$ cat src/rtl/fp_pkg.sv
// Shared IEEE-754 single-precision constants, flag indices and operand classifiers
// for the streaming multiplier front-end.
package fp_pkg;
    localparam logic [31:0] QNAN    = 32'h7FC0_0000;
    localparam logic [31:0] POS_INF = 32'h7F80_0000;
    localparam logic [7:0]  EXP_MAX = 8'hFF;

    localparam int FLG_INVALID  = 2;
    localparam int FLG_OVERFLOW = 1;
    localparam int FLG_NAN_IN   = 0;

    typedef struct packed {
        logic [31:0] result;
        logic [2:0]  flags;
    } fp_result_t;

    function automatic logic is_nan(input logic [31:0] x);
        return (x[30:23] == EXP_MAX) && (x[22:0] != 23'd0);
    endfunction

    function automatic logic is_inf(input logic [31:0] x);
        return (x[30:23] == EXP_MAX) && (x[22:0] == 23'd0);
    endfunction

    // Subnormals are deliberately not zero here: only an all-zero magnitude counts.
    function automatic logic is_zero(input logic [31:0] x);
        return x[30:0] == 31'd0;
    endfunction
endpackage

$ cat src/rtl/fp_result_fifo.sv
// Show-ahead result FIFO; the head is visible combinationally from the storage
// array and reads as zero while empty. Pops on an empty FIFO are ignored.
module fp_result_fifo #(
    parameter int DEPTH = 4,
    parameter int WIDTH = 35
) (
    input  logic                       clk,
    input  logic                       rst,
    input  logic                       wr_en,
    input  logic [WIDTH-1:0]           wr_data,
    input  logic                       rd_en,
    output logic [WIDTH-1:0]           rd_data,
    output logic                       rd_valid,
    output logic [$clog2(DEPTH):0]     count
);
    localparam int AW = $clog2(DEPTH);

    logic [WIDTH-1:0] mem [DEPTH];
    logic [AW-1:0]    wr_ptr_reg, rd_ptr_reg;
    logic [AW:0]      count_reg;
    logic             pop;

    assign rd_valid = (count_reg != '0);
    assign pop      = rd_en && rd_valid;
    assign rd_data  = rd_valid ? mem[rd_ptr_reg] : '0;
    assign count    = count_reg;

    always_ff @(posedge clk) begin
        if (wr_en) begin
            mem[wr_ptr_reg] <= wr_data;
        end
    end

    always_ff @(posedge clk) begin
        if (rst) begin
            wr_ptr_reg <= '0;
            rd_ptr_reg <= '0;
            count_reg  <= '0;
        end else begin
            if (wr_en) begin
                wr_ptr_reg <= wr_ptr_reg + 1'b1;
            end
            if (pop) begin
                rd_ptr_reg <= rd_ptr_reg + 1'b1;
            end
            if (wr_en && !pop) begin
                count_reg <= count_reg + 1'b1;
            end else if (!wr_en && pop) begin
                count_reg <= count_reg - 1'b1;
            end
        end
    end
endmodule

$ cat src/rtl/fp_tree_multiplier.sv
// Combinational single-precision multiplier: partial-product adder tree, round to
// nearest even, subnormal inputs and underflowing results flushed to signed zero.
module fp_tree_multiplier (
    input  logic [31:0] a,
    input  logic [31:0] b,
    output logic [31:0] result,
    output logic        overflow
);
    logic [23:0] ma, mb;
    logic [47:0] l0 [32];
    logic [47:0] l1 [16];
    logic [47:0] l2 [8];
    logic [47:0] l3 [4];
    logic [47:0] l4 [2];
    logic [47:0] prod;

    assign ma = {1'b1, a[22:0]};
    assign mb = {1'b1, b[22:0]};

    generate
        for (genvar gi = 0; gi < 32; gi++) begin : g_leaf
            if (gi < 24) begin : g_pp
                assign l0[gi] = mb[gi] ? (48'(ma) << gi) : 48'd0;
            end else begin : g_pad
                assign l0[gi] = 48'd0;
            end
        end
        for (genvar gi = 0; gi < 16; gi++) begin : g_l1
            assign l1[gi] = l0[2*gi] + l0[2*gi+1];
        end
        for (genvar gi = 0; gi < 8; gi++) begin : g_l2
            assign l2[gi] = l1[2*gi] + l1[2*gi+1];
        end
        for (genvar gi = 0; gi < 4; gi++) begin : g_l3
            assign l3[gi] = l2[2*gi] + l2[2*gi+1];
        end
        for (genvar gi = 0; gi < 2; gi++) begin : g_l4
            assign l4[gi] = l3[2*gi] + l3[2*gi+1];
        end
    endgenerate

    assign prod = l4[0] + l4[1];

    logic               sign;
    logic signed [10:0] exp_n;
    logic [22:0]        mant;
    logic [23:0]        mant_r;
    logic               guard, sticky;

    always_comb begin
        sign     = a[31] ^ b[31];
        exp_n    = $signed({3'b000, a[30:23]}) + $signed({3'b000, b[30:23]}) - 11'sd127;
        overflow = 1'b0;
        if (prod[47]) begin
            mant   = prod[46:24];
            guard  = prod[23];
            sticky = |prod[22:0];
            exp_n  = exp_n + 11'sd1;
        end else begin
            mant   = prod[45:23];
            guard  = prod[22];
            sticky = |prod[21:0];
        end
        mant_r = {1'b0, mant} + 24'(guard & (sticky | mant[0]));
        // A rounding carry leaves the mantissa field at zero, only the exponent moves.
        if (mant_r[23]) begin
            exp_n = exp_n + 11'sd1;
        end
        if ((a[30:23] == 8'd0) || (b[30:23] == 8'd0) || (exp_n <= 11'sd0)) begin
            result = {sign, 31'd0};
        end else if (exp_n >= 11'sd255) begin
            result   = {sign, 8'hFF, 23'd0};
            overflow = 1'b1;
        end else begin
            result = {sign, exp_n[7:0], mant_r[22:0]};
        end
    end
endmodule

$ cat src/rtl/fp_mul_stream.sv
// Streaming single-precision multiplier: operand stage, special-case fixup, result
// FIFO and sticky exception flags (sticky register only with FP_MUL_STICKY_FLAGS_EN).
module fp_mul_stream
    import fp_pkg::*;
#(
    parameter int DEPTH = 4
) (
    input  logic                     clk,
    input  logic                     rst,
    input  logic                     in_valid,
    output logic                     in_ready,
    input  logic [31:0]              in_a,
    input  logic [31:0]              in_b,
    output logic                     out_valid,
    input  logic                     out_ready,
    output logic [31:0]              out_result,
    output logic [2:0]               out_flags,
    output logic [$clog2(DEPTH):0]   count,
    output logic [2:0]               sticky_flags,
    input  logic                     clear_flags
);
    localparam int CW = $clog2(DEPTH) + 1;

    logic        s1_valid_reg;
    logic [31:0] s1_a_reg, s1_b_reg;
    logic [31:0] mul_result;
    logic        mul_overflow;
    logic        fifo_wr_ok, accept, push;
    fp_result_t  fix_res, head;

    // Popping a full FIFO frees its slot for this cycle's write.
    assign fifo_wr_ok = (count < CW'(DEPTH)) || (out_valid && out_ready);
    assign in_ready   = !s1_valid_reg || fifo_wr_ok;
    assign accept     = in_valid && in_ready;
    assign push       = s1_valid_reg && fifo_wr_ok;

    always_ff @(posedge clk) begin
        if (rst) begin
            s1_valid_reg <= 1'b0;
        end else if (accept) begin
            s1_valid_reg <= 1'b1;
        end else if (push) begin
            s1_valid_reg <= 1'b0;
        end
    end

    always_ff @(posedge clk) begin
        if (accept) begin
            s1_a_reg <= in_a;
            s1_b_reg <= in_b;
        end
    end

    fp_tree_multiplier u_mul (
        .a        (s1_a_reg),
        .b        (s1_b_reg),
        .result   (mul_result),
        .overflow (mul_overflow)
    );

    logic res_sign;

    always_comb begin
        res_sign                    = s1_a_reg[31] ^ s1_b_reg[31];
        fix_res.result              = mul_result;
        fix_res.flags               = 3'b000;
        fix_res.flags[FLG_OVERFLOW] = mul_overflow;
        if (is_nan(s1_a_reg) || is_nan(s1_b_reg)) begin
            fix_res.result             = QNAN;
            fix_res.flags              = 3'b000;
            fix_res.flags[FLG_INVALID] = 1'b1;
            fix_res.flags[FLG_NAN_IN]  = 1'b1;
        end else if ((is_inf(s1_a_reg) && is_zero(s1_b_reg)) ||
                     (is_zero(s1_a_reg) && is_inf(s1_b_reg))) begin
            fix_res.result             = QNAN;
            fix_res.flags              = 3'b000;
            fix_res.flags[FLG_INVALID] = 1'b1;
        end else if (is_inf(s1_a_reg) || is_inf(s1_b_reg)) begin
            fix_res.result = {res_sign, POS_INF[30:0]};
            fix_res.flags  = 3'b000;
        end else if (is_zero(s1_a_reg) || is_zero(s1_b_reg)) begin
            fix_res.result = {res_sign, 31'd0};
            fix_res.flags  = 3'b000;
        end
    end

    fp_result_fifo #(
        .DEPTH (DEPTH),
        .WIDTH (35)
    ) u_fifo (
        .clk      (clk),
        .rst      (rst),
        .wr_en    (push),
        .wr_data  (fix_res),
        .rd_en    (out_ready),
        .rd_data  (head),
        .rd_valid (out_valid),
        .count    (count)
    );

    assign out_result = head.result;
    assign out_flags  = head.flags;

`ifdef FP_MUL_STICKY_FLAGS_EN
    logic [2:0] sticky_reg;

    // A clear coinciding with a write keeps only the written entry's flags.
    always_ff @(posedge clk) begin
        if (rst) begin
            sticky_reg <= 3'b000;
        end else if (clear_flags) begin
            sticky_reg <= push ? fix_res.flags : 3'b000;
        end else if (push) begin
            sticky_reg <= sticky_reg | fix_res.flags;
        end
    end

    assign sticky_flags = sticky_reg;
`else
    logic unused_clear_flags;
    assign unused_clear_flags = clear_flags;
    assign sticky_flags       = 3'b000;
`endif
endmodule

$ cat config.mk
export PLATFORM = sky130hd
export DESIGN_NAME = fp_mul_stream
export DESIGN_NICKNAME = d
export VERILOG_FILES = /design/src/rtl/fp_pkg.sv /design/src/rtl/fp_result_fifo.sv /design/src/rtl/fp_tree_multiplier.sv /design/src/rtl/fp_mul_stream.sv
export SDC_FILE = /design/constraint.sdc
export NUM_CORES = 2
export LEC_CHECK = 0
export ABC_AREA = 1
export BUFFER_PORTS_ARGS = -buffer_cell sky130_fd_sc_hd__buf_2
export CORE_MARGIN = 2
export CORE_UTILIZATION = 35
export CTS_CLUSTER_SIZE = 16
export DETAILED_ROUTE_END_ITERATION = 10
export GPL_TIMING_DRIVEN = 0
export PLACE_DENSITY_LB_ADDON = 0.25
export SLEW_MARGIN = 25
export SYNTH_ARGS = -nofsm -noshare
export SYNTH_HDL_FRONTEND = slang
export SYNTH_HIERARCHICAL = 1
export SYNTH_SLANG_ARGS = --single-unit
$ cat constraint.sdc
create_clock -name clk -period 22.2 [get_ports clk]
set_clock_uncertainty 0.05 [all_clocks]
set_input_delay 4.44 -clock clk [delete_from_list [all_inputs] [get_ports clk]]
set_output_delay 4.44 -clock clk [all_outputs]
set_load 0.02 [all_outputs]
# After elaboration in Yosys (flattened, before gate mapping)

Memories as Yosys holds them, arrays and structs flattened. A register that Yosys moved wholly into a read port is not among the register bits.
Cells that the tools add are included.

$add $sub $neg: 32
Order comparisons: 3
Equality and inequality tests: 2
Multiplexer cells: 45
Bitwise logic cells: 3
Reductions and logical operators: 35

Operators with widths:

| kind                                      | number |
|---|---|
| 48-bit adder                              | 22 |
| 35-bit two-way mux                        | 4 |
| 34-bit two-way mux                        | 3 |
| 31-bit two-way mux                        | 3 |
| 31-bit logical NOT                        | 2 |
| 48-bit by 47-bit adder with 48-bit output | 1 |
| 23-bit logical NOT                        | 2 |
| 46-bit two-way mux                        | 1 |
| 23-bit nonzero test                       | 2 |
| 45-bit two-way mux                        | 1 |
| 44-bit two-way mux                        | 1 |
| 43-bit two-way mux                        | 1 |
| 42-bit two-way mux                        | 1 |
| 41-bit two-way mux                        | 1 |
| 40-bit two-way mux                        | 1 |
| 39-bit two-way mux                        | 1 |
| 38-bit two-way mux                        | 1 |
| 37-bit two-way mux                        | 1 |
| 36-bit two-way mux                        | 1 |
| 33-bit two-way mux                        | 1 |
| 32-bit two-way mux                        | 1 |
| 30-bit two-way mux                        | 1 |
| 29-bit two-way mux                        | 1 |
| 28-bit two-way mux                        | 1 |
| other kinds (32)                          | 65 |

Bits in registers: 72
Bits in writable memories: 140
Input port bits: 69
Memories kept: 1

Memories:

| memory     | depth | bits a word | read ports | clocked after memory_dff | wr ports | line                 | text |
|---|---|---|---|---|---|---|---|
| u_fifo.mem | 4     | 35          | 1          | 1                        | 1        | fp_result_fifo.sv:18 | `logic [WIDTH-1:0] mem [DEPTH];` |

# Depth between registers and ports, before layout

Depth in word-level cells: 19
Mapped depth: 65

# Hierarchy

Netlist, hierarchy kept.

By module, submodules not included:

| module             | instances | cells each | area each (µm²) |
|---|---|---|---|
| fp_tree_multiplier | 1         | 3462       | 23989.3 |
| fp_result_fifo     | 1         | 475        | 5898.2 |
| fp_mul_stream      | 1         | 245        | 2994.1 |

# Least setup slack after synthesis

No wires, ideal clock.

Path type: reg-to-reg
Start: register s1_a_reg[5]
End: memory u_fifo.mem[0][25], data pin
Setup time: 0.266 ns
Data arrival time: 10.686 ns
Path slack: 11.199 ns
Stages on the path, launching flop included: 63
Cells stage by stage: edfxtp_1 > clkbuf_1 > nand2_1 > inv_1 > fa_1 > fa_1 > fa_1 > ha_1 > ha_1 > fa_1 > nand3_1 > nand2_1 > a21oi_1 > o21bai_1 > nand2_1 > nand2_1 > a21oi_1 > o21ai_0 > [27 not listed] > buf_6 > nand2_1 > nand2_1 > inv_2 > ha_1 > nand2_1 > nor2_2 > nand2_1 > xor2_1 > nand2_1 > nand3_1 > nor2_4 > nand2_2 > nand4_4 > buf_12 > nor2_4 > nand2_2 > nand2_1

RTL lines:

| element                | line                 | text |
|---|---|---|
| start, declared        | fp_mul_stream.sv:25  | `logic [31:0] s1_a_reg, s1_b_reg;` |
| start signal, assigned | fp_mul_stream.sv:49  | `s1_a_reg <= in_a;` |
| end, declared          | fp_result_fifo.sv:18 |  |

==> results.cfg <==
[run_status]
status = finished clean

[drt]
routed_wl_um = 95600
remaining_antenna_violation_count = 0
dr.pass1.iters = 5
vias = 26013
avgRoutedWirePerCell_um = 17.1
drt-initial-drc-count = 1531
detail_route.drc_violations = 0
detail_route.vias_per_cell = 4.64

[finish]
flip_flop_count_of_the_largest_register_all_copies_and_words_added = 140
nNetsFinal = 5069
final_layout_size_suffix_gt1_share_pct = 9.27
antenna_cells_inserted = 0
area_growth_pct = 9.81
final-instance-count-excl-fill = 5602

[synthesis]
synth_area_um2 = 32900
yosys.area_share.xor_xnor_pct = 2.45
synth_adder_area_share_pct = 35.9
async_reset_ff_share_pct = 0
synth_commonest_cells = 1,136 x sky130_fd_sc_hd__nand2_1, 986 x sky130_fd_sc_hd__inv_1, 447 x sky130_fd_sc_hd__fa_1, 283 x sky130_fd_sc_hd__nor2_1, 227 x sky130_fd_sc_hd__ha_1
synth-seq-area-share_pct = 19.2
netlist_top_cells_area = sky130_fd_sc_hd__fa_1 27%, sky130_fd_sc_hd__edfxtp_1 19%, sky130_fd_sc_hd__nand2_1 13%
synth_enable_flop_cells = 204
synth_top_family_by_area = adder cells
synth_compound_area_share_pct = 4.82
yosysTopAreaCell = sky130_fd_sc_hd__fa_1
synth_top_flop_cell = sky130_fd_sc_hd__edfxtp_1
yosys.area.top_type_share_pct = 27.2
synth_most_common_cell = sky130_fd_sc_hd__nand2_1
synth_simple_gate_area_share_pct = 23.8
postSynthAreaPerCell_um2 = 7.86
number_of_synthesis_warnings = 6
netlist_instances = 4182
synthMuxAreaShare_pct = 0
netlist-cell-type-count = 57
postSynthRegisterBits = 214

[placement]
port_buffers = 107
gp_routability_congestion = 0.932
placedCellCount = 5550
place.detailed.hpwl_um = 78300

[worst_setup_path]
worstSetupStartpointType = flip-flop
endpoint_kind = flip-flop
cp.required_ns = 22.41
critical_path_arrival_ns = 13.59
cpMostUsedCell = sky130_fd_sc_hd__nand2_1
timing.critical_path.fanout_max = 10
timing.critical_path.slowest_stage_cell = sky130_fd_sc_hd__edfxtp_1
timing.setup.critical_path_class = reg2reg
cpPeakStageDelay_ns = 0.82

[run]
cap_violations = 0

[clock_tree]
cts_inserted_buffers = 28
postCtsSetupRepairBufs = 0
cts_tree = done
cts-htree-levels = 1
postCtsResizedCells = 0
cts.hold.buffers_added = 0
cts_buffer_depth = 3
clk_pin_slew_worst_paths_ns = 0.06
cts-root-buf = sky130_fd_sc_hd__clkbuf_16
clock_sinks = 214
insertion_delay_ns = 0.61

[global_route]
grt_most_used_layer = met2
wire_length_of_the_first_global_routing_pass_um = 151000
grt_use_met3_pct = 2.99
overflow = 0
grt_pass1_vias = 26556
groute.layer.met2.usage_pct = 33.8
tot_gr_track_use_pct = 19.9
largest_net_degree_at_the_start_of_global_routing = 39
grt_antenna_before_repair = 0
met1_usage_pct = 26.1

[timing]
post-route-period-util_pct = 60.3
finalWorstPathRequiredPeriod_ns = 13.38
final_hold_viol_count = 0
final_max_slew_viol_count = 0
tns_ns = 0
slew-limit-headroom_pct = 31.0
grt_setup_unrepaired = false
clock.fmax_mhz = 74.8
worst-slew-pin-transition_ns = 1.03
final-setup-viol-count = 0

[min_path]
min_path_type = reg2reg

[floorplan]
floorplan.initialDensity_pct = 35.3
core_um2 = 93200
die_h_um = 311
floorplan.die_area_um2 = 96400
fp.dieW_um = 311
floorplan_row_count = 112
num_io_pins = 112
metal layers:
layer	part of all wire (%)	vias up
li1	-	12735
met5	0	-
met3	5.7	146
met4	3.2	0
met1	44	12422
met2	47	710
worst max-delay path: cells and delay by family (launching register included):
family / cells / cell delay (ns)
AO/OA/AOI/OAI: 10 / 2.16
XOR/XNOR: 1 / 0.25
adder cells (fa/ha/maj): 12 / 5.28
buffers and inverters: 9 / 1.44
flip-flops: 1 / 0.82
AND/OR/NAND/NOR: 29 / 3.05
cells in the final DEF, fill, tap and decap left out, types with 37 or more instances in the layout:
cell | synthesis | final
sky130_fd_sc_hd__nand3_1 | 127 | 127
sky130_fd_sc_hd__fa_1 | 447 | 447
sky130_fd_sc_hd__inv_1 | 986 | 981
sky130_fd_sc_hd__nor2_4 | 37 | 37
sky130_fd_sc_hd__nand2_2 | 42 | 42
sky130_fd_sc_hd__buf_2 | 9 | 116
sky130_fd_sc_hd__xor2_1 | 59 | 59
sky130_fd_sc_hd__ha_1 | 227 | 227
sky130_fd_sc_hd__a21oi_1 | 135 | 135
sky130_fd_sc_hd__nand2_1 | 1136 | 1136
sky130_fd_sc_hd__clkbuf_1 | 92 | 93
sky130_fd_sc_hd__nor2_2 | 43 | 43
sky130_fd_sc_hd__nor2_1 | 283 | 283
sky130_fd_sc_hd__o21ai_0 | 95 | 95
sky130_fd_sc_hd__edfxtp_1 | 204 | 204
final cells by class:
| cell class | count | area (um^2) |
|---|---|---|
| multi-input cells | 2829 | 22000 |
| fillers | 9703 | 57100 |
| clock buffers | 29 | 704 |
| inverters | 1001 | 3770 |
| plain buffers | 140 | 777 |
| repair buffers | 112 | 658 |
| well taps | 1254 | 1570 |
| clock inverters | 23 | 280 |
| flip-flops and latches | 214 | 6330 |
cell families (layout without fill, tap and decap cells):
kind of cell,after synthesis,in the layout
AND/OR/NAND/NOR,1768,1768
flip-flops,214,214
other,1,3
adder cells (fa/ha/maj),674,674
AO/OA/AOI/OAI,293,293
XOR/XNOR,91,91
buffers and inverters,1141,1305
final timing paths:
kind | startpoint | endpoint | slack (ns) | cells past startpoint
setup / recovery | s1_b_reg[12] | u_fifo/mem[1][28] | 8.82 | 61
hold / removal | u_fifo/rd_ptr_reg[1] | u_fifo/rd_ptr_reg[1] | 0.45 | 2
setup reg to reg | s1_b_reg[12] | u_fifo/mem[1][28] | 8.82 | 61
hold reg to reg | u_fifo/rd_ptr_reg[1] | u_fifo/rd_ptr_reg[1] | 0.45 | 2
metrics by stage:
stage / instance area (um^2) / hold slack, ns / setup WS [ns] / util [%]
2_1_floorplan: 32900 / 0.409 / 11.20 / -
3_3_place_gp: 35000 / 0.438 / 8.99 / 37.6
3_5_place_dp: 35100 / 0.447 / 8.96 / 37.7
4_1_cts: 36100 / 0.456 / 8.95 / 38.7
5_1_grt: 36100 / 0.483 / 7.97 / 38.7
6_report: 36100 / 0.452 / 8.82 / 38.7
Power is left out: the tool's default activity adds up to more than one toggle a clock period on the data nets, which glitch-free logic cannot reach.
